==> config.mk <==
export PLATFORM = sky130hd
export DESIGN_NAME = exe_muldiv_seq
export DESIGN_NICKNAME = d
export VERILOG_FILES = /design/src/rtl/exe_muldiv_seq.sv
export SDC_FILE = /design/constraint.sdc
export NUM_CORES = 2
export LEC_CHECK = 0
export BUFFER_PORTS_ARGS = -buffer_cell sky130_fd_sc_hd__buf_2
export CAP_MARGIN = 30
export CORE_ASPECT_RATIO = 0.6
export CORE_MARGIN = 2
export CORE_UTILIZATION = 51
export CTS_CLUSTER_SIZE = 24
export DETAILED_ROUTE_END_ITERATION = 6
export GPL_ROUTABILITY_DRIVEN = 0
export PLACE_DENSITY_LB_ADDON = 0.15
export SLEW_MARGIN = 40
export SYNTH_ARGS = -nofsm -noshare
export SYNTH_HDL_FRONTEND = slang
export SYNTH_SLANG_ARGS = --single-unit
==> constraint.sdc <==
create_clock -name clk -period 22.3 [get_ports clk]
set_input_delay 2.23 -clock clk [delete_from_list [all_inputs] [get_ports clk]]
set_output_delay 2.23 -clock clk [all_outputs]
set_load 0.01 [all_outputs]
==> src/rtl/exe_muldiv_seq.sv <==
`default_nettype none
// ============================================================================
// Module   : exe_muldiv_seq
// Purpose  : Iterative RV64M multiply/divide sequencer (shift-add / restoring).
//            Define MULDIV_EARLY_OUT_EN to skip CALC for trivial operands.
// Revision : 1.0  initial release
// ============================================================================
module exe_muldiv_seq (
  input  logic        clk,
  input  logic        rst,
  input  logic        start,
  input  logic [3:0]  op,
  input  logic [63:0] rs1,
  input  logic [63:0] rs2,
  input  logic        flush,
  output logic        stall_req,
  output logic        busy,
  output logic        done,
  output logic [63:0] result
);

  localparam logic [63:0] C_MIN64 = 64'h8000_0000_0000_0000;

  typedef enum logic [1:0] {
    S_IDLE = 2'd0,
    S_CALC = 2'd1,
    S_FIX  = 2'd2,
    S_DONE = 2'd3
  } state_t;

  state_t       r_state, w_next;
  logic [6:0]   r_cnt;
  logic [3:0]   r_op;
  logic [63:0]  r_dvsr;
  logic [127:0] r_acc;
  logic         r_neg, r_dz;
  logic [63:0]  r_result;

  logic         w_accept, w_is_div, w_w, w_sgn_div;
  logic [63:0]  w_x1, w_x2, w_a1, w_a2;
  logic         w_s1, w_s2, w_neg, w_dz, w_early;
  logic [127:0] w_acc_init, w_acc_step, w_pneg;
  logic [64:0]  w_sum, w_sh, w_diff;
  logic [63:0]  w_q, w_r, w_fix;

  assign w_accept = (r_state == S_IDLE) & start & ~flush;

  // Operand preparation: W extension, magnitudes and result sign.
  always_comb begin
    w_is_div  = op[2];
    w_w       = op[3];
    w_sgn_div = op[2] & ~op[0];
    w_x1      = rs1;
    w_x2      = rs2;
    if (w_w) begin
      if (w_sgn_div) begin
        w_x1 = {{32{rs1[31]}}, rs1[31:0]};
        w_x2 = {{32{rs2[31]}}, rs2[31:0]};
      end else begin
        w_x1 = {32'd0, rs1[31:0]};
        w_x2 = {32'd0, rs2[31:0]};
      end
    end
    if (w_is_div) begin
      w_s1 = w_sgn_div & w_x1[63];
      w_s2 = w_sgn_div & w_x2[63];
    end else begin
      w_s1 = ~w_w & ((op[1:0] == 2'b01) | (op[1:0] == 2'b10)) & w_x1[63];
      w_s2 = ~w_w & (op[1:0] == 2'b01) & w_x2[63];
    end
    w_a1       = w_s1 ? -w_x1 : w_x1;
    w_a2       = w_s2 ? -w_x2 : w_x2;
    w_neg      = (w_is_div & op[1]) ? w_s1 : (w_s1 ^ w_s2);
    w_dz       = w_is_div & (w_x2 == 64'd0);
    w_acc_init = {64'd0, (w_is_div ? w_a1 : w_a2)};
    w_early    = 1'b0;
`ifdef MULDIV_EARLY_OUT_EN
    // Preload the accumulator with what 64 iterations would have produced.
    if (w_dz) begin
      w_early    = 1'b1;
      w_acc_init = {w_a1, {64{1'b1}}};
    end else if (w_sgn_div & ~w_w & (rs1 == C_MIN64) & (rs2 == {64{1'b1}})) begin
      w_early    = 1'b1;
      w_acc_init = {64'd0, C_MIN64};
    end else if (~w_is_div & ((w_a1 == 64'd0) | (w_a2 == 64'd0))) begin
      w_early    = 1'b1;
      w_acc_init = 128'd0;
    end
`endif
  end

  // One iteration: acc = {partial product, multiplier} or {remainder, quotient}.
  always_comb begin
    w_sum  = {1'b0, r_acc[127:64]} + (r_acc[0] ? {1'b0, r_dvsr} : 65'd0);
    w_sh   = {r_acc[127:64], r_acc[63]};
    w_diff = w_sh - {1'b0, r_dvsr};
    if (!r_op[2])
      w_acc_step = {w_sum, r_acc[63:1]};
    else if (!w_diff[64])
      w_acc_step = {w_diff[63:0], r_acc[62:0], 1'b1};
    else
      w_acc_step = {w_sh[63:0], r_acc[62:0], 1'b0};
  end

  always_comb begin
    w_pneg = -r_acc;
    w_q    = r_dz ? {64{1'b1}} : (r_neg ? -r_acc[63:0] : r_acc[63:0]);
    w_r    = r_neg ? -r_acc[127:64] : r_acc[127:64];
    if (r_op[2])
      w_fix = r_op[1] ? w_r : w_q;
    else if (r_op[3] | (r_op[1:0] == 2'b00))
      w_fix = r_acc[63:0];
    else
      w_fix = r_neg ? w_pneg[127:64] : r_acc[127:64];
    if (r_op[3])
      w_fix = {{32{w_fix[31]}}, w_fix[31:0]};
  end

  always_comb begin
    w_next = r_state;
    case (r_state)
      S_IDLE:  if (w_accept) w_next = w_early ? S_FIX : S_CALC;
      S_CALC:  if (flush) w_next = S_IDLE;
               else if (r_cnt == 7'd63) w_next = S_FIX;
      S_FIX:   w_next = flush ? S_IDLE : S_DONE;
      S_DONE:  w_next = S_IDLE;
      default: w_next = S_IDLE;
    endcase
  end

  always_ff @(posedge clk or posedge rst) begin
    if (rst) r_state <= S_IDLE;
    else     r_state <= w_next;
  end

  always_ff @(posedge clk or posedge rst) begin
    if (rst) begin
      r_cnt    <= 7'd0;
      r_op     <= 4'd0;
      r_dvsr   <= 64'd0;
      r_acc    <= 128'd0;
      r_neg    <= 1'b0;
      r_dz     <= 1'b0;
      r_result <= 64'd0;
    end else begin
      case (r_state)
        S_IDLE: if (w_accept) begin
          r_op   <= op;
          r_dvsr <= w_is_div ? w_a2 : w_a1;
          r_acc  <= w_acc_init;
          r_neg  <= w_neg;
          r_dz   <= w_dz;
          r_cnt  <= 7'd0;
        end
        S_CALC: begin
          r_acc <= w_acc_step;
          r_cnt <= r_cnt + 7'd1;
        end
        S_FIX:   if (!flush) r_result <= w_fix;
        default: ;
      endcase
    end
  end

  assign busy      = (r_state != S_IDLE);
  assign done      = (r_state == S_DONE) & ~flush;
  assign stall_req = w_accept | (r_state == S_CALC) | (r_state == S_FIX);
  assign result    = r_result;

endmodule
`default_nettype wire
# After elaboration in Yosys (flattened, before gate mapping)

Index checks and enable logic that the tools add are counted.

Input bits: 136
Logic and storage cells: 84
Flip-flop bits (word level): 271
Memories: 0
Bits in latches: 0
Output and inout port bits: 67
Bits in read-only memories: 0
Memory bits (writable): 0

Shifts and indexed selects: 0
Div/mod/pow operators: 0
Reductions and logical operators: 9
Magnitude comparators: 0
$add $sub $neg: 8
Multiplexer cells: 31
Bitwise logic cells: 20
Multiply operators: 0
Equal/unequal tests: 8

Operator list:

| cell                | count |
|---|---|
| $mux 64             | 17 |
| $mux 128            | 3 |
| $neg 64->64         | 4 |
| $pmux 128 s2        | 1 |
| $neg 128->128       | 1 |
| $add 64x64->65      | 1 |
| $sub 65x64->65      | 1 |
| $logic_not 64->1    | 1 |
| $pmux 7 s2          | 1 |
| $and 1x1->1         | 12 |
| $mux 2              | 4 |
| $pmux 2 s4          | 1 |
| $reduce_and 2->1    | 4 |
| $add 7x1->7 const B | 1 |
| $eq 7x6->1 const B  | 1 |
| $mux 7              | 1 |
| $eq 2x2->1 const B  | 3 |
| $eq 2x1->1 const B  | 2 |
| $logic_not 2->1     | 2 |
| $or 1x1->1          | 4 |
| $reduce_bool 2->1   | 2 |
| $mux 1              | 3 |
| $ne 3x3->1 const B  | 1 |
| $not 1->1           | 3 |
| 2 further kinds     | 2 |

# Logic depth before layout (Yosys ltp)

Depth after elaboration: 10
Depth in mapped cells: 17
Gate-level depth less buffers: 15

# Least setup slack after synthesis

No wires, ideal clock.

Path kind: input-to-output
Start: input port flush
End: output port stall_req
Data required time: 20.070 ns
Setup slack: 16.944 ns
Path buffers: 2
Stages: 5
Arrival: 3.126 ns
Cells stage by stage: nor2_1 > nand3b_1 > clkbuf_1 > clkbuf_1 > nand3_1

Longest elaborated chain between the ends: 4

RTL lines:

| item                       | line | source |
|---|---|---|
| start: declaration         | 15   | `input logic flush,` |
| $not 1->1 (no source line) | n/a  |  |
| $and 1x1->1                | 46   | `assign w_accept = (r_state == S_IDLE) & start & ~flush;` |
| $or 1x1->1 (2 in a row)    | 167  | `assign stall_req = w_accept \| (r_state == S_CALC) \| (r_state == S_FIX);` |
| end: declaration           | 16   | `output logic stall_req,` |

No other way between the ends.

# Worst setup path after layout

Start: input port rs2[11]
End: register r_acc[63]

Longest elaborated chain between the ends: 7

RTL lines:

| item                   | line | source |
|---|---|---|
| start: declaration     | 14   | `input logic [63:0] rs2,` |
| $mux 64                | 56   | `if (w_sgn_div) begin` |
| $mux 64 (*)            | 55   | `if (w_w) begin` |
| $neg 64->64 (*)        | 72   | `w_a2 = w_s2 ? -w_x2 : w_x2;` |
| $mux 64 (*)            | 72   |  |
| $mux 64 (*)            | 75   | `w_acc_init = {64'd0, (w_is_div ? w_a1 : w_a2)};` |
| $mux 128 (*)           | 147  | `S_IDLE: if (w_accept) begin` |
| $pmux 128 s2 (*)       | 146  | `case (r_state)` |
| end signal: assignment | 150  | `r_acc <= w_acc_init;` |
| end signal: assignment | 156  | `r_acc <= w_acc_step;` |
| end: declaration       | 35   | `logic [127:0] r_acc;` |

Every way passes the cells marked *; elsewhere a longest branch is shown, timed or not. The select of a mux whose other input is x is not followed.
A chain may end at the register's enable or synchronous reset.

==> flow_summary.toml <==
[pwr]
p_leak_uw = 0.0139
ir_worst_vdd_mv = 0.0989
powerDensity_nw_per_um2 = 118

[global_route]
grt_usage = 0.382
grt_remaining_overflow = 0
antenna_found_initial = 3
grt_first_pass_wirelength_um = 188000
grt_pass1_vias = 31300
grt_start_max_net_pins = 122

[job]
drv_cap = 0

[worst_setup_path]
r2r_cells = 16
crit_start = "rs2[11]"
r2r_end = "r_acc[108]"
cp.arrival_ns = 6.08
crit_path_end_kind = "flip-flop"
crit_fanout = 8
start_kind = "primary input"
ff2ff_setup_slack_ns = 16.89
r2r_start = "r_acc[63]"
cp-endpoint = "r_acc[63]"
critical_path_required_ns = 22.83
crit_type = "primary input to flip-flop"

[outcome]
status = "finished with violations"
violations = "design-rule violations"

[layout]
drive_above_1_share = 0.0914
regArea_sq_um = 6790
area_delta_synth_final_pct = 7.35
finalCoreUtilization = 0.551
multi_input_area_sq_um = 22600
nets = 4572
fill_cells = 5897

[timing]
grt_setup_unrepaired = "false"
fin_setup_tns_ns = 0
slew_violations = 0
worst_pin_slew_ns = 0.978
fin_worst_skew_ns = 0.0196
setup_viol = 0
finalCritPeriodShare = 0.249
hold_viol = 0
worst_slew_margin_rel = 0.342
min_period_ns = 5.55
max_freq_ghz = 0.180

[clock_tree]
cts_sinks = 271
clk_pin_slew_ns = 0.07
cts_resized = 0
cts_inserted_buffers = 29
post-cts-setup-buffers = 0
clockBufferDepth = 3
cts_tree = "done"
cts_max_level = 1
clk_latency_ns = 0.62
ctsHoldBuffers = 0
cts-root-buf = "clkbuf_16"

[logic_synthesis]
synthTopCellsByCount = "522 x nand2_1, 424 x nor2_1, 417 x a21oi_1, 398 x o21ai_0, 303 x clkbuf_1"
async_reset_ff_frac = 1.00
synthesis.area_sq_um = 31200
synth_area_per_cell_sq_um = 7.14
yosysMostFrequentCell = "nand2_1"
ys_types = 94
synth_fp_nets = 4636
synth_edf_count = 0
ys.warnings.count = 0
synth_top_area_frac = 0.218
seq_area_frac_synth = 0.218
ys.flop_type = "dfrtp_1"
synthCells = 4364
synth_area_leaders = "dfrtp_1 22%, a21oi_1 6.7%, o21ai_0 6.4%"
ys_ff_latch = 271
yosys.area.top_type = "dfrtp_1"

[die]
rows = 70
die_area_sq_um = 63200
start_util = 0.514
die_w_um = 323
core_area_sq_um = 60700
pin_count = 203
die_h_um = 195

[route]
wl_per_cell_um = 24.1
viasPerCell = 6.68
drt_first_iter_violations = 5475
routed_wl_um = 124000
first_pass_iters = 7
vias = 34400
drc = 42
postRouteAntennaNets = 0

[place]
portBuffers = 202
post-dp-hpwl_um = 93500

[min_path]
worstHoldPathType = "flip-flop to flip-flop"
[logic make-up (layout without fill, tap and decap cells)]
family / after synthesis / after routing / share of synthesized area
AOI/OAI and AO/OA: 1518 / 1518 / 0.311
xor gates and xnor gates: 368 / 368 / 0.103
adders and majority gates: 136 / 136 / 0.0551
buffers and inverters: 486 / 442 / 0.0597
DFF: 271 / 271 / 0.218
muxes: 100 / 100 / 0.0324
other: 0 / 1 / 0
and+or+nand+nor: 1485 / 1485 / 0.221
[layer usage]
| layer | track usage | vias up | share of wire |
|---|---|---|---|
| met1 | 0.533 | 16100 | 0.42 |
| met5 | 0.0215 | - | 0.0022 |
| met3 | 0.131 | 392 | 0.13 |
| met2 | 0.528 | 2132 | 0.39 |
| li1 | - | 15800 | - |
| met4 | 0.162 | 8 | 0.053 |
[metrics by stage]
stage | setup slack (ns) | instances | hold slack, ns | power, uW | area (sq um)
6_report | 16.75 | 5149 | 0.463 | 3960 | 33500
5_1_grt | 16.36 | 5149 | 0.486 | 4190 | 33500
4_1_cts | 16.84 | 5148 | 0.467 | 3850 | 33400
3_5_place_dp | 16.26 | 5097 | 0.453 | 3300 | 32400
3_3_place_gp | 16.33 | 5094 | 0.447 | 3280 | 32400
2_1_floorplan | 12.60 | 4364 | 0.447 | 2610 | 31200
[sequential cells by signal, indices dropped and copies added, names as in the netlist]
name     cells
r_acc      128
r_cnt        7
r_dz         1
r_state      2
r_op         4
r_dvsr      64
r_neg        1
result      64
[layout make-up]
type	instances	area share
tap	828	0.0310
clock inverter	13	0.00524
inverter	133	0.0152
clock buffer	38	0.0245
sequential	271	0.203
antenna	1	0.0000748
multi-input combinational	3607	0.677
timing repair buffer	258	0.0445
[worst min-delay path by stage]
stage	startpoint	endpoint	slack, ns	cells past startpoint
6_report	result[14]	result[14]	0.46	2
5_1_grt	result[14]	result[14]	0.49	2
4_1_cts	result[23]	result[23]	0.47	2
3_5_place_dp	result[1]	result[1]	0.45	2
3_3_place_gp	result[1]	result[1]	0.45	2
2_1_floorplan	r_op[0]	r_op[0]	0.45	2
[critical path, stage by stage]
cell	delay (ns)
buf_2	0.11
or4_1	0.62
nor4b_1	0.69
nand4_1	0.55
o21bai_1	0.39
nor2_1	0.41
o21ai_1	0.27
o32a_1	0.43
nor3_1	0.13
a21oi_1	0.05
o21ai_0	0.18
[report_power, final]
group          switching (uW)  internal, uW  leakage (uW)
Combinational            1550           915        0.0100
Clock                     232           303      0.000493
Sequential                346           609       0.00337
[cells in the final DEF (no fill, tap or decap), drive strengths merged, types with 24 or more instances in the layout]
master / instances
a221oi: 54
nor4: 38
xnor2: 174
nand2b: 31
xor2: 194
a21o: 81
or4: 34
a31oi: 31
ha: 134
buf: 258
o21bai: 27
a211oi: 113
o211ai: 55
clkbuf: 38
nor2: 425
mux2i: 94
nor3: 121
a21oi: 417
o31ai: 57
o21a: 25
nand4: 50
nand3: 91
nand2: 522
o21ai: 408
nor2b: 24
dfrtp: 271
a22oi: 34
o41ai: 32
inv: 133
or3: 55
(Power assumes the default switching activity.)
